[src/rtl/fp_resize_arbiter.sv]
// Round-robin shared fixed-point resize unit: N_REQ requesters feed a two-stage
// pipeline (capture, resize+output) with ID tagging and sticky per-requester clip flags.
module fp_resize_arbiter #(
    parameter int N_REQ  = 4,
    parameter int IN_IW  = 16,
    parameter int IN_QW  = 16,
    parameter int OUT_IW = 8,
    parameter int OUT_QW = 8
) (
    input  logic                                       clk,
    input  logic                                       rstn,
    input  logic [N_REQ-1:0]                           req_valid,
    output logic [N_REQ-1:0]                           req_ready,
    input  logic [N_REQ*(IN_IW+IN_QW)-1:0]             req_data,
    input  logic [N_REQ-1:0]                           req_clip,
    output logic                                       rsp_valid,
    input  logic                                       rsp_ready,
    output logic [OUT_IW+OUT_QW-1:0]                   rsp_data,
    output logic                                       rsp_clipping,
    output logic [((N_REQ > 2) ? $clog2(N_REQ) : 1)-1:0] rsp_id,
    output logic [N_REQ-1:0]                           clip_status,
    input  logic [N_REQ-1:0]                           clip_clear,
    output logic                                       busy
);
    localparam int IN_W  = IN_IW + IN_QW;
    localparam int OUT_W = OUT_IW + OUT_QW;
    localparam int ID_W  = (N_REQ > 2) ? $clog2(N_REQ) : 1;
    localparam int LSH   = (OUT_QW > IN_QW) ? (OUT_QW - IN_QW) : 0;
    localparam int RSH   = (IN_QW >= OUT_QW) ? (IN_QW - OUT_QW) : 0;
    // Wide enough to hold any shifted input plus the output range check bits.
    localparam int EXT_W = IN_W + LSH + OUT_W;
    localparam logic [ID_W:0]   N_REQ_W = (ID_W+1)'(N_REQ);
    localparam logic [ID_W-1:0] LAST_ID = ID_W'(N_REQ - 1);

    logic [ID_W-1:0] r_ptr;
    logic            r_s1_valid;
    logic [IN_W-1:0] r_s1_data;
    logic            r_s1_clip;
    logic [ID_W-1:0] r_s1_id;

    logic            w_s1_adv;
    logic            w_s2_adv;
    logic            w_found;
    logic [ID_W-1:0] w_gnt_id;
    logic [ID_W:0]   w_idx;
    logic            w_hs;
    logic [IN_W-1:0] w_sel_data;
    logic [ID_W-1:0] w_ptr_next;

    assign w_s2_adv = !rsp_valid || rsp_ready;
    assign w_s1_adv = !r_s1_valid || w_s2_adv;
    assign busy     = r_s1_valid | rsp_valid;

    // First valid requester at or after the pointer, wrapping modulo N_REQ.
    always_comb begin
        w_found  = 1'b0;
        w_gnt_id = '0;
        w_idx    = '0;
        for (int k = 0; k < N_REQ; k++) begin
            w_idx = {1'b0, r_ptr} + (ID_W+1)'(k);
            if (w_idx >= N_REQ_W) begin
                w_idx = w_idx - N_REQ_W;
            end
            if (!w_found && req_valid[w_idx[ID_W-1:0]]) begin
                w_found  = 1'b1;
                w_gnt_id = w_idx[ID_W-1:0];
            end
        end
    end

    generate
        for (genvar gi = 0; gi < N_REQ; gi++) begin : g_ready
            assign req_ready[gi] = rstn & w_found & w_s1_adv & (w_gnt_id == ID_W'(gi));
        end
    endgenerate

    assign w_hs       = |(req_valid & req_ready);
    assign w_sel_data = req_data[w_gnt_id*IN_W +: IN_W];
    assign w_ptr_next = (w_gnt_id == LAST_ID) ? '0 : w_gnt_id + 1'b1;

    logic signed [EXT_W-1:0]   w_ext;
    logic signed [EXT_W-1:0]   w_shifted;
    logic        [EXT_W-OUT_W:0] w_hi;
    logic                      w_oor;
    logic        [OUT_W-1:0]   w_sat;
    logic        [OUT_W-1:0]   w_res;

    assign w_ext = {{(EXT_W-IN_W){r_s1_data[IN_W-1]}}, r_s1_data};

    generate
        if (IN_QW >= OUT_QW) begin : g_rsh
            assign w_shifted = w_ext >>> RSH;
        end else begin : g_lsh
            assign w_shifted = w_ext <<< LSH;
        end
    endgenerate

    // In range only if every bit from the output sign bit upward agrees.
    assign w_hi  = w_shifted[EXT_W-1:OUT_W-1];
    assign w_oor = !((&w_hi) || !(|w_hi));
    assign w_sat = w_shifted[EXT_W-1] ? {1'b1, {(OUT_W-1){1'b0}}} : {1'b0, {(OUT_W-1){1'b1}}};
    assign w_res = (w_oor && r_s1_clip) ? w_sat : w_shifted[OUT_W-1:0];

    logic [N_REQ-1:0] w_clip_set;
    generate
        for (genvar gi = 0; gi < N_REQ; gi++) begin : g_clip_set
            assign w_clip_set[gi] = rsp_valid & rsp_ready & rsp_clipping & (rsp_id == ID_W'(gi));
        end
    endgenerate

    always_ff @(posedge clk) begin
        if (!rstn) begin
            r_ptr        <= '0;
            r_s1_valid   <= 1'b0;
            r_s1_data    <= '0;
            r_s1_clip    <= 1'b0;
            r_s1_id      <= '0;
            rsp_valid    <= 1'b0;
            rsp_data     <= '0;
            rsp_clipping <= 1'b0;
            rsp_id       <= '0;
            clip_status  <= '0;
        end else begin
            if (w_hs) begin
                r_ptr <= w_ptr_next;
            end
            if (w_s1_adv) begin
                r_s1_valid <= w_hs;
                if (w_hs) begin
                    r_s1_data <= w_sel_data;
                    r_s1_clip <= req_clip[w_gnt_id];
                    r_s1_id   <= w_gnt_id;
                end
            end
            if (w_s2_adv) begin
                rsp_valid <= r_s1_valid;
                if (r_s1_valid) begin
                    rsp_data     <= w_res;
                    rsp_clipping <= w_oor;
                    rsp_id       <= r_s1_id;
                end
            end
            // Set takes priority over a simultaneous clear.
            clip_status <= (clip_status & ~clip_clear) | w_clip_set;
        end
    end
endmodule

[config.mk]
export PLATFORM = sky130hd
export DESIGN_NAME = fp_resize_arbiter
export DESIGN_NICKNAME = d
export VERILOG_FILES = /design/src/rtl/fp_resize_arbiter.sv
export SDC_FILE = /design/constraint.sdc
export NUM_CORES = 1
export LEC_CHECK = 0
export ABC_AREA = 1
export BUFFER_PORTS_ARGS = -buffer_cell sky130_fd_sc_hd__buf_2
export CORE_MARGIN = 2
export CORE_UTILIZATION = 40
export CTS_CLUSTER_SIZE = 30
export DETAILED_ROUTE_END_ITERATION = 12
export GPL_TIMING_DRIVEN = 0
export PLACE_DENSITY = 0.76
export REMOVE_ABC_BUFFERS = 1
export SYNTH_ARGS = -nofsm -noshare
export SYNTH_HDL_FRONTEND = slang
export SYNTH_SLANG_ARGS = --single-unit
[constraint.sdc]
create_clock -name clk -period 2.3 [get_ports clk]
set_input_delay 0 -clock clk [delete_from_list [all_inputs] [get_ports clk]]
set_output_delay 0 -clock clk [all_outputs]
set_load 0.02 [all_outputs]
# Word-level counts from Yosys, hierarchy flattened
# Cells that the tools add are included.
# totals
register_bits	62
input_bits	143
output_inout_bits	29
# op_classes
n_addsub	8
magnitude_cmp	9
n_eq_ne	6
n_shift	1
n_mux	25
n_bitwise	17
reduce_logical	21
# op_table
op	count
128-bit by 8-bit indexed part select with 32-bit output	1
16-bit two-way mux	2
2-bit two-way mux	9
2-bit by 3-bit less-than comparator with 1-bit output (second input constant)	5
1-bit bitwise AND	12
1-bit binary-select mux with 2-bit select	5
3-bit >= comparator (second input constant)	3
1-bit two-way mux	9
9-bit AND reduction	1
9-bit OR reduction	1
4-bit bitwise AND	2
2-bit equality test (second input constant)	4
2-bit by 1-bit subtractor with 2-bit output (second input constant)	4
1-bit zero test	7
2-bit by 2-bit adder with 3-bit output (second input constant)	2
2-bit by 1-bit equality test with 1-bit output (second input constant)	2
1-bit logical AND	4
2-bit zero test	2
4-bit inverter	1
4-bit OR	1
2-bit AND reduction	2
4-bit OR reduction	1
2-bit by 1-bit adder with 3-bit output (second input constant)	1
2-bit by 3-bit >= comparator with 1-bit output (second input constant)	1
3 further kinds	5

# Logic depth before layout (Yosys ltp)
# Gate-level depths: netlist of run 1.
# logic_depth
word_depth	20
ltp_mapped	19

# Least setup slack after synthesis of run 1
# No wires, ideal clock.
# synth_path
kind	reg2reg
startpoint	reg r_ptr[0]
endpoint	reg r_ptr[1]
t_arrival_ps	1983
t_required_ps	2151
setup_slack_ps	168
path_stages_with_launch	14
period_less_slack_ps	2132
cell_sequence	dfxtp_1 > buf_6 > inv_4 > buf_6 > nand2_1 > nand3_1 > nand2_1 > nor2_2 > nand2_4 > nand2_2 > nand2_2 > buf_2 > nor3_1 > nor3_1
# synth_via
elab_chain_cells	19
word_cells_on_any_way	51
# synth_rtl
element	line_no	text
from (decl)	35	logic [ID_W-1:0] r_ptr;
from (signal assigned)	125	r_ptr <= w_ptr_next;
parallel branches: the longest is 16 deep, another holds 2-bit by 1-bit adder with 3-bit output	-	
1-bit bitwise AND (*)	73	assign req_ready[gi] = rstn & w_found & w_s1_adv & (w_gnt_id == ID_W'(gi));
via req_ready[0]	13	output logic [N_REQ-1:0] req_ready,
4-bit bitwise AND (*)	77	assign w_hs = |(req_valid & req_ready);
4-bit OR reduction (*)	77	
# Mark *: on every way through the listed nets, which the timed path passes. The select of a mux whose other input is x is not followed.
# A chain may end at the register's enable or synchronous reset.

# Worst setup path after layout of run 1
# layout_path
startpoint	reg r_ptr[0]
endpoint	out req_ready[3]
# layout_via
elab_chain_cells	17
word_cells_on_any_way	41
# layout_rtl
element	line_no
parallel branches: the longest is 16 deep, another holds 2-bit by 1-bit adder with 3-bit output	-
1-bit bitwise AND (*)	73
to (decl)	13
# Every way passes the cells marked *. The select of a mux whose other input is x is not followed.

==> impl_metrics.ini, run 1 <==
[pwr]
p_int_uw = 2078
p_leak_uw = 0.002635
power.share.clock = 0.129
ir_drop_uv = 383.1
comb_power_share = 0.578
finalPower_uw = 3976
seqPwrFrac = 0.293
p_sw_uw = 1898
p_per_area_mw_per_mm2 = 844.2
p_sw_frac = 0.4773

[finish]
area_growth_pct = 35.01
layout-drive-gt1-share = 0.2830
final_common_cell = nand2_1
fillCellCount = 882
final_cell_area_mm2 = 0.004710
layout_common_cells = nand2_1 (202), buf_2 (138), nand3_1 (106), inv_1 (53), dfxtp_1 (53)
utilization = 0.5480
instances_no_fill = 844
final-seq-area_mm2 = 0.001085
multi_input_area_mm2 = 0.002202
nets = 878

[clock_tree]
cts-root-buf = clkbuf_8
clock_latency_ns = 0.31
cts_made_buffers = 5
cts_tree = done
htree_num_levels = 2
cts.sinks = 54
clk_pin_slew_ns = 0.10
cts_max_path_buffers = 2

[route]
drt_pass1_iterations = 7
finalWirelength_um = 12500
wl_per_cell_um = 14.81
num_vias = 4362
drt.antenna.violating_nets = 0
drc_errors = 0
drtIter0Drc = 227
avgViaCountPerCell = 5.168

[sta]
slew_headroom = 0.5236
finalSetupViolations = 0
period_needed_ns = 2.222
worst_slew_pin_slew_ns = 0.7126
post-route-period-util = 0.9662
report.final.hold_viol_count = 0
slew_violations = 0
skew_ns = 0.01115
fmax_ghz = 0.4500

[synth]
synth_cell_types = 30
syn_avg_cell_area_um2 = 5.912
yosysSeqAreaShare = 0.3099
syn_area_mm2 = 0.003488
synth_seq_cells = 54
yosys_warnings = 0
synth_cells = 590

[placed_design]
hpwlAfterDp_um = 6628
dp.cells = 802
place_congestion = 0.8598
place.port_buffers = 139
post_dp_cell_area_mm2 = 0.004168

[floorplan]
core_area_mm2 = 0.008593
ios = 172
start_util = 0.4059
die_y_um = 97.39
fp.dieW_um = 97.39
num_rows = 34
die-area_mm2 = 0.009484

[critical_path]
end_kind = output port
cp_data_required_time_ns = 2.30
cp.arrival_ns = 2.22
r2r_slack_ns = 0.16
crit_fanout = 14
criticalPathCategory = flop to output port
cp-start-kind = flop

[global_route]
grt_usage = 0.2520
grt_overflow_total = 0
antenna_found_initial = 0
grt_pass1_wl_um = 19260
grt_max_degree = 36
grt_pass1_vias = 3903

[hold_path]
hp-class = primary input to flop

[run_status]
status = finished, final reports clean

[flow_run]
drv_cap = 0
==> critical path: stages (launching register included) <==
cell,delay [ns]
dfxtp_4,0.40
clkinv_4,0.11
nand2_1,0.11
nand2_1,0.12
o21ai_2,0.22
nand4_1,0.27
nand3_4,0.24
inv_12,0.08
nor3_2,0.20
buf_4,0.18
==> power by group through the flow <==
stage	registers, uW	clock network (uW)	logic [uW]
after floorplan	1230	0	1180
after global placement	1180	0	1710
after detailed placement	1190	0	1760
after CTS	1170	523	2100
after global routing	1180	552	2560
final	1170	513	2300
==> final cells by class <==
cell class / count / share of cell area
antenna: 1 / 0.0005313
clock buffer: 6 / 0.01541
clock inverter: 1 / 0.001594
inverter: 57 / 0.04942
multi-input combinational: 449 / 0.4676
sequential: 54 / 0.2303
tap: 108 / 0.02869
timing repair buffer: 167 / 0.2046
timing repair inverter: 1 / 0.001860
==> stage by stage <==
stage / setup TNS (ns) / hold slack [ns] / worst slack, ns
final: 0 / 0.004859 / 0.07780
after global routing: -0.04792 / 0.04589 / -0.02906
after CTS: 0 / 0.0002909 / 0.01025
after detailed placement: -36.68 / 0.2954 / -1.300
after global placement: -62.41 / 0.2906 / -2.146
after floorplan: -15.91 / 0.1384 / -0.6192
==> metal layers <==
layer / vias to the layer above / global-route usage / share of wire
met5: - / 0 / 0
met4: 0 / 0.1100 / 0.034
met3: 37 / 0.03741 / 0.075
met2: 196 / 0.4233 / 0.47
met1: 1935 / 0.3207 / 0.42
li1: 2194 / - / -
==> logic make-up after synthesis <==
kind of cell,synth area share
and+or+nand+nor,0.4724
AOI/OAI and AO/OA,0.09397
DFF,0.3099
buffers and inverters,0.1237
==> Yosys cell counts (all sizes together) <==
cell | instances | share of area
buf | 28 | 0.051
o21ai | 22 | 0.033
a211oi | 1 | 0.0036
nor3 | 7 | 0.013
nor4 | 3 | 0.0054
nand2 | 216 | 0.24
a31oi | 1 | 0.0018
dfxtp | 54 | 0.31
or2 | 1 | 0.0018
a21oi | 32 | 0.046
clkbuf | 9 | 0.0097
clkinv | 1 | 0.0011
nand3 | 109 | 0.16
and2 | 1 | 0.0018
inv | 56 | 0.062
a32oi | 4 | 0.010
nor2 | 42 | 0.046
nand4 | 3 | 0.0072
==> registers in the layout, indices dropped and copies added (netlist names) <==
register / flops
r_s1_data: 24
rsp_clipping: 1
rsp_data: 16
r_s1_id: 2
rsp_id: 2
r_ptr: 2
clip_status: 4
r_s1_valid: 1
r_s1_clip: 1
rsp_valid: 1
==> path summary, 6_finish.rpt <==
check | depth (start not counted) | to | from
setup / recovery | 9 | req_ready[3] | r_ptr[0]
hold reg to reg | 2 | rsp_data[3] | r_s1_data[11]
hold / removal | 4 | rsp_valid | rsp_ready
setup reg to reg | 12 | r_s1_data[24] | r_ptr[0]
==> what timing repair did <==
item                                    4_1_cts  5_1_grt
endpoints found under the setup margin       33       33
hold buffers                                  4        0
endpoints found under the hold margin         4        0
resized for setup                            21       19
buffers inserted                              8       14
cloned                                        7        1
pin swaps                                     4        9
Note: power is estimated with default switching activity, not from simulation.
==> run 2, diff against run 1 <==
Settings changed: ABC_AREA 1 to unset, CORE_UTILIZATION 40 to 42, PLACE_DENSITY 0.76 to 0.85, SKIP_LAST_GASP set to 1.
==> impl_metrics.ini, run 2 <==
[global_route]
antenna_found_initial = 0
grt_overflow_total = 0
grt_usage = 0.2463
grt_pass1_vias = 3136
grt_pass1_wl_um = 14230
grt_max_degree = 46

[synth]
syn_area_mm2 = 0.002679
synth_cell_types = 37
yosys-top-cells-count = a21oi_1 (73), dfxtp_1 (54), o21ai_0 (38), a222oi_1 (25)
synth_flop_cell = dfxtp_1
synth_cells = 319
synth_edf_count = 0
yosys_warnings = 0
synth_most_common_cell = a21oi_1
syn_avg_cell_area_um2 = 8.398
synth.area.top_cells = dfxtp_1 (40%), a21oi_1 (14%), a222oi_1 (9.3%)
synth.largest_area_cell = dfxtp_1
synthArstFlopShare = 0
synth_seq_cells = 54
synth_top_area_share = 0.4035
yosysSeqAreaShare = 0.4035

[clock_tree]
clock_latency_ns = 0.29
cts_tree = done
cts_max_path_buffers = 2
htree_num_levels = 2
cts.sinks = 54
cts_made_buffers = 5
clk_pin_slew_ns = 0.09
cts-root-buf = clkbuf_8

[finish]
largest_reg_flops = 24
final-seq-area_mm2 = 0.001081
multi_input_area_mm2 = 0.001438
largestRegisters = r_s1_data x24, rsp_data x16, clip_status x4
top_register = r_s1_data
antenna_cells = 0
fillCellCount = 530
area_growth_pct = 45.59
instances_no_fill = 557
layout_common_cells = buf_2 (139), a21oi_1 (73), dfxtp_1 (54), dlygate4sd3_1 (45), o21ai_0 (38)
utilization = 0.6249
layout-drive-gt1-share = 0.3750
nets = 624
final_cell_area_mm2 = 0.003900
final_common_cell = buf_2

[sta]
report.final.hold_viol_count = 0
rsz0062_at_grt = no
fmax_ghz = 0.4777
post-route-period-util = 0.9101
period_needed_ns = 2.093
skew_ns = 0.005920
slew_headroom = 0.3684
holdWs_ns = 0.0009185
slew_violations = 0
worst_slew_pin_slew_ns = 0.9464
finalSetupViolations = 0

[critical_path]
critPathTopFamily = compound AO/OA/AOI/OAI gates
critical_path.max_stage_delay_ns = 0.63
criticalPathCategory = flop to output port
cp.arrival_ns = 2.09
slowest_stage = o221a_2
cp_num_buf_inv = 2
crit_chain = inv_2 -> a21oi_1 -> o221a_2 -> and2_1 -> buf_2
cp-start-kind = flop
crit_fanout = 27
cp_data_required_time_ns = 2.30
end_kind = output port

[flow_run]
drv_cap = 0

[placed_design]
place.port_buffers = 139
place_congestion = 0.8159
post_dp_cell_area_mm2 = 0.003346
dp.cells = 505
hpwlAfterDp_um = 5234

[route]
drc_errors = 0
num_vias = 3220
wl_per_cell_um = 16.06
finalWirelength_um = 8947
drt.antenna.violating_nets = 0
drt_pass1_iterations = 6
avgViaCountPerCell = 5.781
drtIter0Drc = 255

[pwr]
p_per_area_mw_per_mm2 = 575.1
ir_drop_uv = 311.0
p_leak_uw = 0.001710

[floorplan]
die_y_um = 83.87
start_util = 0.4292
ios = 172
fp.dieW_um = 83.87
num_rows = 29
die-area_mm2 = 0.007033
core_area_mm2 = 0.006241

[run_status]
status = finished, final reports clean

[hold_path]
hp-class = primary input to flop
==> run 2: cell types whose count changed in the layout (fill, tap and decap cells not counted), sizes merged, moves of 22 or more <==
| cell | before | now |
|---|---|---|
| nand2 | 220 | 11 |
| nand3 | 110 | 2 |
| a21oi | 32 | 93 |
| inv | 56 | 9 |
| dlygate4sd3 | 4 | 45 |
| nor2 | 42 | 11 |
| a222oi | 0 | 25 |
| o21ai | 22 | 44 |
==> run 2: worst register-to-register path: stages (launching register included) <==
cell and delay [ns]:
dfxtp_1 0.34, or4_4 0.54, o21ba_1 0.24, o21ai_4 0.49, a21oi_1 0.16, a21oi_1 0.21
==> run 2: timing repair <==
action                                 CTS  global route
endpoints found under the hold margin   23             0
hold buffers                            45             0
buffers inserted                         1             0
gates resized for setup                  2             2
pin swaps                                1             0
setup endpoints to repair                5             2
==> run 2: cells by family after synthesis <==
kind of cell	count (synthesis)	synth area share
simple gates	47	0.09295
mux	1	0.003737
buf+inv	40	0.06492
compound gates	177	0.4349
flops	54	0.4036
==> run 2: worst paths after layout <==
path	start	end	slack (ns)	depth (start not counted)
max	r_ptr[1]	req_ready[3]	0.21	5
min	req_data[19]	r_s1_data[19]	0.0009	3
max reg2reg	r_s1_data[27]	rsp_data[8]	0.26	5
min reg2reg	r_s1_id[1]	r_s1_id[1]	0.46	2
==> run 2: area by class of cell <==
cell class / instances / share of cell area
Multi-Input combinational cell: 225 / 0.3686
Timing Repair Buffer: 186 / 0.2996
Sequential cell: 54 / 0.2772
Tap cell: 77 / 0.02470
Clock buffer: 6 / 0.02117
Inverter: 9 / 0.008662
==> run 2: layer usage <==
layer | global-route usage | wire length, um | part of all wire | vias to the layer above
li1 | - | - | - | 1535
met1 | 0.2760 | 3511 | 0.39 | 1488
met2 | 0.4495 | 4617 | 0.52 | 171
met3 | 0.04550 | 609 | 0.068 | 26
met4 | 0.1114 | 209 | 0.023 | 0
met5 | 0 | 0 | 0 | -
==> run 2: through the flow <==
stage / TNS [ns] / total power [uW] / worst slack [ns]
2_1_floorplan: 0 / 1432 / 0.4114
3_3_place_gp: -0.2358 / 1642 / -0.08988
3_5_place_dp: -0.5059 / 1671 / -0.1640
4_1_cts: 0 / 2231 / 0.07104
5_1_grt: 0 / 2352 / 0.06130
6_report: 0 / 2243 / 0.2067
==> run 2: power breakdown <==
group | internal (uW) | total (uW) | switching (uW) | leakage (uW)
sequential | 1010 | 1070 | 58.2 | 0.000446
clock | 233 | 514 | 281 | 0.0000431
combinational | 298 | 656 | 358 | 0.00122
total | 1550 | 2240 | 697 | 0.00171
